===== src/rtl/mem_arb_pkg.sv =====
// Shared types and defaults for the two-port data memory arbiter.
package mem_arb_pkg;

    localparam int unsigned DEF_AW = 32;
    localparam int unsigned DEF_DW = 32;

    localparam logic RW_READ  = 1'b0;
    localparam logic RW_WRITE = 1'b1;

    typedef enum logic [1:0] {
        IDLE   = 2'd0,
        ACCESS = 2'd1,
        RESP   = 2'd2
    } state_t;

endpackage


===== src/rtl/rr_arb2.sv =====
// Combinational 2-way round-robin pick; on a tie the port that did not win last time is chosen.
module rr_arb2 (
    input  logic       req0,
    input  logic       req1,
    input  logic       last,
    output logic [1:0] gnt
);

    always_comb begin
        gnt = 2'b00;
        if (req0 && req1) begin
            gnt = last ? 2'b01 : 2'b10;
        end else if (req0) begin
            gnt = 2'b01;
        end else if (req1) begin
            gnt = 2'b10;
        end
    end

endmodule


===== src/rtl/data_mem_arbiter.sv =====
// Two-port round-robin arbiter/sequencer serialising requests onto the single-port data memory.
module data_mem_arbiter
    import mem_arb_pkg::*;
#(
    parameter int unsigned AW = DEF_AW,
    parameter int unsigned DW = DEF_DW
) (
    input  logic          CLK,
    input  logic          RSTn,
    input  logic          REQ0,
    input  logic          REQ1,
    input  logic          RW0,
    input  logic          RW1,
    input  logic [AW-1:0] ADDR0,
    input  logic [AW-1:0] ADDR1,
    input  logic [DW-1:0] WD0,
    input  logic [DW-1:0] WD1,
    output logic          GNT0,
    output logic          GNT1,
    output logic          RVALID0,
    output logic          RVALID1,
    output logic [DW-1:0] RDATA0,
    output logic [DW-1:0] RDATA1,
    output logic [AW-1:0] M_ADDR,
    output logic          M_RW,
    output logic [DW-1:0] M_WD,
    input  logic [DW-1:0] M_RD
);

    state_t        state;
    state_t        state_nxt;
    logic          last;
    logic [1:0]    pick;
    logic [1:0]    gnt;
    logic          lat_rw;
    logic          lat_id;
    logic [AW-1:0] lat_addr;
    logic [DW-1:0] lat_wd;
    logic [DW-1:0] rdata0_q;
    logic [DW-1:0] rdata1_q;

    rr_arb2 u_arb (
        .req0 (REQ0),
        .req1 (REQ1),
        .last (last),
        .gnt  (pick)
    );

    always_ff @(posedge CLK or negedge RSTn) begin
        if (!RSTn) begin
            state <= IDLE;
        end else begin
            state <= state_nxt;
        end
    end

    always_comb begin
        state_nxt = state;
        unique case (state)
            IDLE:    if (REQ0 || REQ1) state_nxt = ACCESS;
            ACCESS:  state_nxt = RESP;
            RESP:    state_nxt = (REQ0 || REQ1) ? ACCESS : IDLE;
            default: state_nxt = IDLE;
        endcase
    end

    // M_RW is purely state-decoded so an asynchronous reset drops it at once.
    always_comb begin
        gnt     = 2'b00;
        RVALID0 = 1'b0;
        RVALID1 = 1'b0;
        M_RW    = 1'b0;
        unique case (state)
            IDLE: begin
                gnt = pick;
            end
            ACCESS: begin
                M_RW = (lat_rw == RW_WRITE);
            end
            RESP: begin
                gnt     = pick;
                RVALID0 = ~lat_id;
                RVALID1 = lat_id;
            end
            default: begin
                gnt = 2'b00;
            end
        endcase
    end

    assign GNT0   = gnt[0];
    assign GNT1   = gnt[1];
    assign M_ADDR = lat_addr;
    assign M_WD   = lat_wd;
    assign RDATA0 = rdata0_q;
    assign RDATA1 = rdata1_q;

    always_ff @(posedge CLK or negedge RSTn) begin
        if (!RSTn) begin
            last     <= 1'b1;
            lat_rw   <= RW_READ;
            lat_id   <= 1'b0;
            lat_addr <= '0;
            lat_wd   <= '0;
            rdata0_q <= '0;
            rdata1_q <= '0;
        end else begin
            if (gnt[0] || gnt[1]) begin
                lat_id   <= gnt[1];
                last     <= gnt[1];
                lat_rw   <= gnt[1] ? RW1   : RW0;
                lat_addr <= gnt[1] ? ADDR1 : ADDR0;
                lat_wd   <= gnt[1] ? WD1   : WD0;
            end
            if (state == ACCESS && lat_rw == RW_READ) begin
                if (lat_id) begin
                    rdata1_q <= M_RD;
                end else begin
                    rdata0_q <= M_RD;
                end
            end
        end
    end

endmodule


===== config.mk =====
export PLATFORM = sky130hd
export DESIGN_NAME = data_mem_arbiter
export DESIGN_NICKNAME = d
export VERILOG_FILES = /design/src/rtl/mem_arb_pkg.sv /design/src/rtl/rr_arb2.sv /design/src/rtl/data_mem_arbiter.sv
export SDC_FILE = /design/constraint.sdc
export NUM_CORES = 1
export LEC_CHECK = 0
export ABC_AREA = 1
export CORE_MARGIN = 2
export CORE_UTILIZATION = 41
export CTS_CLUSTER_SIZE = 30
export DETAILED_ROUTE_END_ITERATION = 10
export PLACE_DENSITY = 0.79
export SLEW_MARGIN = 20
export SYNTH_ARGS = -nofsm -noshare
export SYNTH_HDL_FRONTEND = slang
export SYNTH_SLANG_ARGS = --single-unit

===== constraint.sdc =====
create_clock -name CLK -period 1.6 [get_ports CLK]
set_input_delay 0.24 -clock CLK [delete_from_list [all_inputs] [get_ports CLK]]
set_output_delay 0.24 -clock CLK [all_outputs]
set_load 0.1 [all_outputs]

# Yosys cells after proc, flatten, opt, wreduce, memory -nomap -nowiden
# Cells that the tools add are included.
# totals
elab_cells,35
output_inout_bits,133
reg_bits,133
# classes
n_reduce_logical,8
bitwise,2
n_mux,14
eq_ne,3
# op_table
op,count
two-way mux 32 bit,2
two-way mux 2 bit,6
case mux 2 bit (3 select lines),1
two-way mux 1 bit,5
AND reduction 2 bit,2
== test 2 x 1 -> 1 bit (second input constant),1
== test 2 bit (second input constant),1
logical AND 1 bit,2
logical NOT 2 bit,1
logical OR 1 bit,2
inequality test 2 bit (second input constant),1
NOT 1 bit,2
OR reduction 2 bit,1

# Longest topological paths before layout
# Gate-level depths: netlist (run 1).
# logic_depth
depth_word,5
depth_mapped,7
mapped_depth_nobuf,5

# Cells and area by module
# A second synthesis (run 1) with hierarchy kept.
# unflattened
hier_cells,868
area_unflattened_um2,6521.3
# modules_own_cells
mod,seq_area_each_um2,instances,area_each_um2,cells_each
data_mem_arbiter,3329.4,1,6500.0,863
rr_arb2,0.0,1,21.3,5

# Least setup slack after synthesis (run 1)
# No wires, ideal clock.
# synth_path
path_type,register to output
start,reg state[1]
end,out M_RW
t_arrival_ns,2.488
t_required_ns,1.360
slack_ns,-1.128
path_stages_with_launch,2
path_buffers,0
cell_sequence,dfrtp_1 -> nor3_1
# synth_via
elab_chain_cells,2
# synth_lines
item,line,rtl
"start, declared",data_mem_arbiter.sv:30,state_t state;
"start signal, assigned",data_mem_arbiter.sv:53,state <= state_nxt;
== test 2 x 1 -> 1 bit,data_mem_arbiter.sv:73,unique case (state)
two-way mux 1 bit,data_mem_arbiter.sv:73,
"end, declared",data_mem_arbiter.sv:25,"output logic M_RW,"
# No other way between the ends.

# Worst setup path after layout (run 1)
# layout_path
start,reg last
end,out GNT1
# layout_via
elab_chain_cells,3
# layout_lines
item,line,rtl
"start, declared",data_mem_arbiter.sv:32,logic last;
"start signal, assigned",data_mem_arbiter.sv:110,last <= gnt[1];
two-way mux 2 bit,rr_arb2.sv:12,gnt = last ? 2'b01 : 2'b10;
two-way mux 2 bit,rr_arb2.sv:11,if (req0 && req1) begin
two-way mux 2 bit,data_mem_arbiter.sv:73,
"end, declared",data_mem_arbiter.sv:19,"output logic GNT1,"
# No other way between the ends.

==> results of run 1 <==
[routing by layer]
layer,vias up,global-route usage [%]
met5,-,0
met4,0,10.7
met1,3007,31.5
met2,295,46.5
li1,3075,-
met3,43,9.17
[repair_timing]
item | 4_1_cts | 5_1_grt
setup buffers | 5 | 2
pin swaps | 1 | 1
hold buffers | 1 | 0
gates resized for setup | 4 | 4
hold endpoints to repair | 38 | 0
setup endpoints to repair | 5 | 4
[Yosys cell counts (all sizes together)]
master	n	area [sq um]
nor2	4	22.5
buf	35	198
nand2	262	983
clkbuf	12	45.0
nand3	133	681
inv	169	634
nor3	1	5.00
dfrtp	132	3300
dfstp	1	26.3
o21ai	67	339
a21oi	1	5.00
[kinds of logic after synthesis]
group | count (synthesis) | share of synthesized area, %
and+or+nand+nor | 400 | 27.1
AOI/OAI and AO/OA | 68 | 5.51
DFF | 133 | 53.3
buffers and inverters | 216 | 14.1
[power by group through the flow]
stage	Sequential, mW	Combinational (mW)	Clock (mW)
after floorplan	13.6	1.68	0
after global placement	5.83	16.2	0
after detailed placement	5.91	16.3	0
after CTS	5.89	16.4	3.97
after global routing	6.04	16.9	4.13
final	5.90	16.4	3.93
[sequential cells by signal, summed over array words and instances, names as in the netlist]
signal and cells:
lat_id 1, RDATA0 32, state 2, M_WD 32, RDATA1 32, lat_rw 1
M_ADDR 32, last 1
[worst max-delay path by stage]
stage | startpoint | to | slack [ns] | cells after the start
2_1_floorplan | last | GNT1 | 0.003 | 5
3_3_place_gp | REQ1 | GNT1 | -0.07 | 4
3_5_place_dp | REQ1 | M_ADDR[23] | -0.1 | 7
4_1_cts | last | GNT1 | -0.07 | 4
5_1_grt | last | GNT1 | -0.09 | 4
6_report | last | GNT1 | -0.04 | 4
[metrics by stage]
stage / instance area (sq um) / util (%) / setup WS, ns / power, mW / hold WS, ns
after global placement: 11000 / 72.9 / -0.0743 / 22.0 / 0.174
final: 11600 / 77.5 / -0.0365 / 26.2 / 0.293
after detailed placement: 11000 / 72.9 / -0.0998 / 22.3 / 0.178
after global routing: 11600 / 77.5 / -0.0936 / 27.1 / 0.331
after CTS: 11600 / 77.3 / -0.0653 / 26.3 / 0.304
after floorplan: 6290 / - / 0.00306 / 15.3 / -0.0556
[critical path, stage by stage, from the launching register on]
cell and delay (ns):
dfstp_2 0.55, nand2_4 0.06, nand3_4 0.09, clkinvlp_4 0.11, buf_12 0.17
[layout make-up]
type	count	share of cell area [%]
well taps	188	2.02
flip-flops and latches	133	28.6
clock inverters	11	1.09
inverters	169	5.50
multi-input cells	468	18.1
repair buffers	331	40.6
clock buffers	20	4.01
==> impl_metrics.py, run 1 <==
metrics = {
    "sta": {
        "fmax_mhz": 611,
        "slew_violations": 0,
        "relSlewSlack_pct": 71.9,
        "tightest_slew_ns": 0.421,
        "post-route-min-period_ns": 1.64,
        "setup_viol": 2,
        "layout_setup_ws_ns": -0.0365,
        "rsz0062_at_grt": "true",
        "clock_skew_ns": 0.0105,
        "post-route-period-util_pct": 102,
        "hold_viol": 0,
        "tns_ns": -0.0569,
    },
    "die": {
        "dieArea_sq_um": 16200,
        "pin_count": 299,
        "core_sq_um": 15000,
        "die_h_microns": 127,
        "rows": 45,
        "die_w_microns": 127,
        "start_util_pct": 41.5,
    },
    "setup_path": {
        "end_kind": "output port",
        "regToRegSetupSlack_ns": 0.10,
        "reg2reg_to": "M_ADDR[15]",
        "r2r_cells": 8,
        "cp.arrival_ns": 1.40,
        "reg2reg_from": "last",
        "path_max_fanout": 2,
        "cp-start-kind": "flop",
        "cp.required_ns": 1.36,
        "critPathKind": "reg -> out",
    },
    "hold_path": {
        "hold_path.class": "in -> async",
    },
    "pwr": {
        "power.switching_mw": 13.6,
        "combPwrFrac_pct": 62.5,
        "leakage_nw": 6.01,
        "ir_drop_mv": 2.06,
        "power.density_nw_per_um2": 2250,
        "switching_share_pct": 52.0,
        "seqPwrFrac_pct": 22.5,
        "pwr-share-clk_pct": 15.0,
        "intPower_mw": 12.6,
    },
    "cells_and_area": {
        "layout-drive-gt1-share_pct": 19.1,
        "fillerInstances": 930,
        "layout_common_cells": "nand2_1, inv_1, clkdlybuf4s50_1",
        "layout_commonest_cell": "nand2_1",
        "multi_input_area_sq_um": 2110,
        "diodes": 0,
        "area_growth_pct": 86.5,
        "regArea_sq_um": 3330,
        "layout.cells.non_filler": 1320,
        "nets": 1286,
    },
    "job": {
        "drv_cap": 0,
    },
    "route": {
        "met1_length_mm": 8.06,
        "dr.pass1.iters": 6,
        "wire_per_inst_microns": 16.2,
        "wl_met3_mm": 2.02,
        "drt-vias-per-instance": 4.86,
        "drt_wl_total_mm": 21.4,
        "wl_met2_mm": 10.8,
        "drt_iter0_drc": 341,
        "drc": 0,
        "vias": 6420,
        "drtAntennaViolNets": 0,
        "highest_layer": "met4",
    },
    "logic_synthesis": {
        "yosys_register_bits": 133,
        "avgSynthCellArea_sq_um": 7.64,
        "ys.warnings.count": 0,
        "synth_fp_nets": 983,
        "netlist_instances": 817,
        "synth_area_sq_um": 6240,
        "synth.distinct_cells": 17,
        "synth_seq_area_share_pct": 53.3,
    },
    "cts": {
        "cts_tree": "built",
        "htree_levels": 4,
        "clk_latency_ns": 0.41,
        "path_clk_slew_ns": 0.06,
        "cts_made_buffers": 17,
        "cts_buffer_depth": 2,
        "root_buffer": "clkbuf_16",
        "clock_sinks": 133,
    },
    "global_route": {
        "overflow": 0,
        "antenna_found_initial": 0,
        "track_usage_pct": 27.1,
        "grt_pass1_vias": 6618,
        "grt_first_pass_wirelength_mm": 34.4,
        "grt_max_degree": 65,
    },
    "placed_design": {
        "io_buffers": 298,
        "gp_congestion": 0.816,
        "place_hpwl_mm": 15.2,
        "placed_cells": 1281,
    },
    "status": {
        "status": "finished, violations left",
        "violations": "negative setup slack",
    },
}
No activity file was read; power rests on OpenSTA's default activity.
==> run 2, diff against run 1 <==
--- a/config.mk
+++ b/config.mk
@@ -11,6 +11,7 @@
 export CTS_CLUSTER_SIZE = 30
 export DETAILED_ROUTE_END_ITERATION = 10
 export PLACE_DENSITY = 0.79
+export SKIP_CTS_REPAIR_TIMING = 1
 export SLEW_MARGIN = 20
 export SYNTH_ARGS = -nofsm -noshare
 export SYNTH_HDL_FRONTEND = slang
==> run 2 against run 1 <==
The flow still finishes with violations (negative setup slack). Hold slack improved by 0.0058 ns. Non-clock buffer count down 2. Critical path depth is the same. Register-to-register slack better by 0.02 ns. Routed wire length is 0.64% lower. Flip-flop and latch count unchanged. Total power barely moved. Sequential share of layout area increased by 0.056 points. Critical path type unchanged. Highest routed layer unchanged.
==> impl_metrics.py, run 2 (same netlist as run 1, synthesis figures left out) <==
metrics = {
    "setup_path": {
        "critPathMaxStageDelay_ns": 0.56,
        "end_kind": "output port",
        "critPathKind": "reg -> out",
        "cp.arrival_ns": 1.45,
        "cp-start-kind": "flop",
        "path_depth": 4,
        "crit_family": "flip-flops",
        "crit_buf_inv": 2,
        "slowest_stage": "dfstp_2",
        "r2r_cells": 7,
        "path_max_fanout": 6,
        "cp.required_ns": 1.36,
        "crit_chain": "nand2_4, nand3_4, clkinvlp_4, buf_12",
    },
    "cells_and_area": {
        "layout_commonest_cell": "nand2_1",
        "fillerInstances": 938,
        "final_area_sq_um": 11600,
        "layout_common_cells": "nand2_1, inv_1, clkdlybuf4s50_1",
        "multi_input_area_sq_um": 2110,
        "regArea_sq_um": 3330,
        "final_util_pct": 77.3,
        "nets": 1284,
        "diodes": 0,
        "area_growth_pct": 86.2,
        "layout-drive-gt1-share_pct": 18.8,
    },
    "route": {
        "drtAntennaViolNets": 0,
        "drt-vias-per-instance": 4.86,
        "drt_wl_total_mm": 21.3,
        "dr.pass1.iters": 4,
        "wire_per_inst_microns": 16.2,
        "drc": 0,
        "drt_iter0_drc": 352,
        "vias": 6409,
    },
    "cts": {
        "cts_made_buffers": 17,
        "root_buffer": "clkbuf_16",
        "htree_levels": 4,
        "path_clk_slew_ns": 0.06,
        "cts_tree": "built",
        "clock_sinks": 133,
        "cts_buffer_depth": 2,
        "clk_latency_ns": 0.41,
    },
    "pwr": {
        "total_power_mw": 26.2,
        "leakage_nw": 5.99,
        "power.density_nw_per_um2": 2250,
        "ir_drop_mv": 2.06,
    },
    "global_route": {
        "grt_max_degree": 65,
        "antenna_found_initial": 0,
        "overflow": 0,
        "grt_first_pass_wirelength_mm": 33.6,
        "track_usage_pct": 26.5,
        "grt_pass1_vias": 6508,
    },
    "status": {
        "status": "finished, violations left",
        "violations": "negative setup slack",
    },
    "sta": {
        "tightest_slew_ns": 0.414,
        "slew_violations": 0,
        "rsz0062_at_grt": "true",
        "setup_viol": 2,
        "relSlewSlack_pct": 72.4,
        "fmax_mhz": 593,
        "post-route-period-util_pct": 105,
        "post-route-min-period_ns": 1.69,
        "layout_setup_ws_ns": -0.0875,
        "hold_viol": 0,
        "clock_skew_ns": 0.0112,
    },
    "die": {
        "rows": 45,
        "start_util_pct": 41.5,
        "core_sq_um": 15000,
        "die_w_microns": 127,
        "dieArea_sq_um": 16200,
        "die_h_microns": 127,
        "pin_count": 299,
    },
    "placed_design": {
        "place_hpwl_mm": 15.2,
        "post-place-ws_ns": -0.0998,
        "gp_congestion": 0.816,
        "io_buffers": 298,
        "place_area_sq_um": 11000,
    },
    "hold_path": {
        "hold_path.class": "in -> async",
    },
    "job": {
        "drv_cap": 0,
    },
}
## run 2: changes by cell type in the layout (fill, tap and decap cells not counted), sizes merged
cell | before | now
buf | 166 | 164
clkdlybuf4s50 | 163 | 164
clkinv | 4 | 5
dlymetal6s2s | 1 | 0
inv | 169 | 168
## run 2: per-layer routing
| layer | GRT usage [%] | routed length [microns] | up-vias |
|---|---|---|---|
| met1 | 31.2 | 8030 | 2991 |
| met4 | 10.5 | 591 | 0 |
| met3 | 9.09 | 2030 | 45 |
| li1 | - | - | 3070 |
| met5 | 0 | 0 | - |
| met2 | 44.8 | 10600 | 303 |
## run 2: final cells by class
class	count	share of cell area [%]
inverters	169	5.53
flip-flops and latches	133	28.7
repair buffers	329	40.6
multi-input cells	468	18.1
clock buffers	20	4.02
clock inverters	11	1.09
well taps	188	2.02
## run 2: worst paths after layout
kind                          start    endpoint  slack, ns
max in group asynchronous      RSTn        last       0.61
setup reg to reg               last     M_WD[0]       0.12
hold / removal                 RSTn  RDATA0[14]       0.30
min in group CLK           M_RD[22]  RDATA1[22]       0.40
hold reg to reg              lat_rw      lat_rw       0.50
setup / recovery               last        GNT1      -0.09
## run 2: through the flow
| stage | hold WS (ns) | std cells | TNS, ns |
|---|---|---|---|
| 2_1_floorplan | -0.0556 | 817 | 0 |
| 3_3_place_gp | 0.174 | 1281 | -2.57 |
| 3_5_place_dp | 0.178 | 1281 | -3.86 |
| 4_1_cts | -0.265 | 1312 | -0.755 |
| 5_1_grt | 0.331 | 1318 | -0.258 |
| 6_report | 0.299 | 1318 | -0.108 |
## run 2: worst register-to-register path, cell delays in order, from the launching register on
cell and delay [ns]:
dfstp_2 0.56, nand2_4 0.07, nand3_4 0.12, buf_4 0.14, buf_12 0.22, nand2_1 0.12, nand3_1 0.09, nand2_1 0.05
## run 2: power breakdown
part	switching [mW]	total (mW)	internal, mW
Combinational	10.8	16.4	5.60
Clock	1.51	3.93	2.41
Sequential	1.36	5.90	4.54
==> run 3, diff against run 2 <==
--- a/config.mk
+++ b/config.mk
@@ -6,6 +6,7 @@
 export NUM_CORES = 1
 export LEC_CHECK = 0
 export ABC_AREA = 1
+export ABC_CLOCK_PERIOD_IN_PS = 1600
 export CORE_MARGIN = 2
 export CORE_UTILIZATION = 41
 export CTS_CLUSTER_SIZE = 30
==> results of run 3 <==
The final DEF is identical to that of run 2; final timing and power are the same.
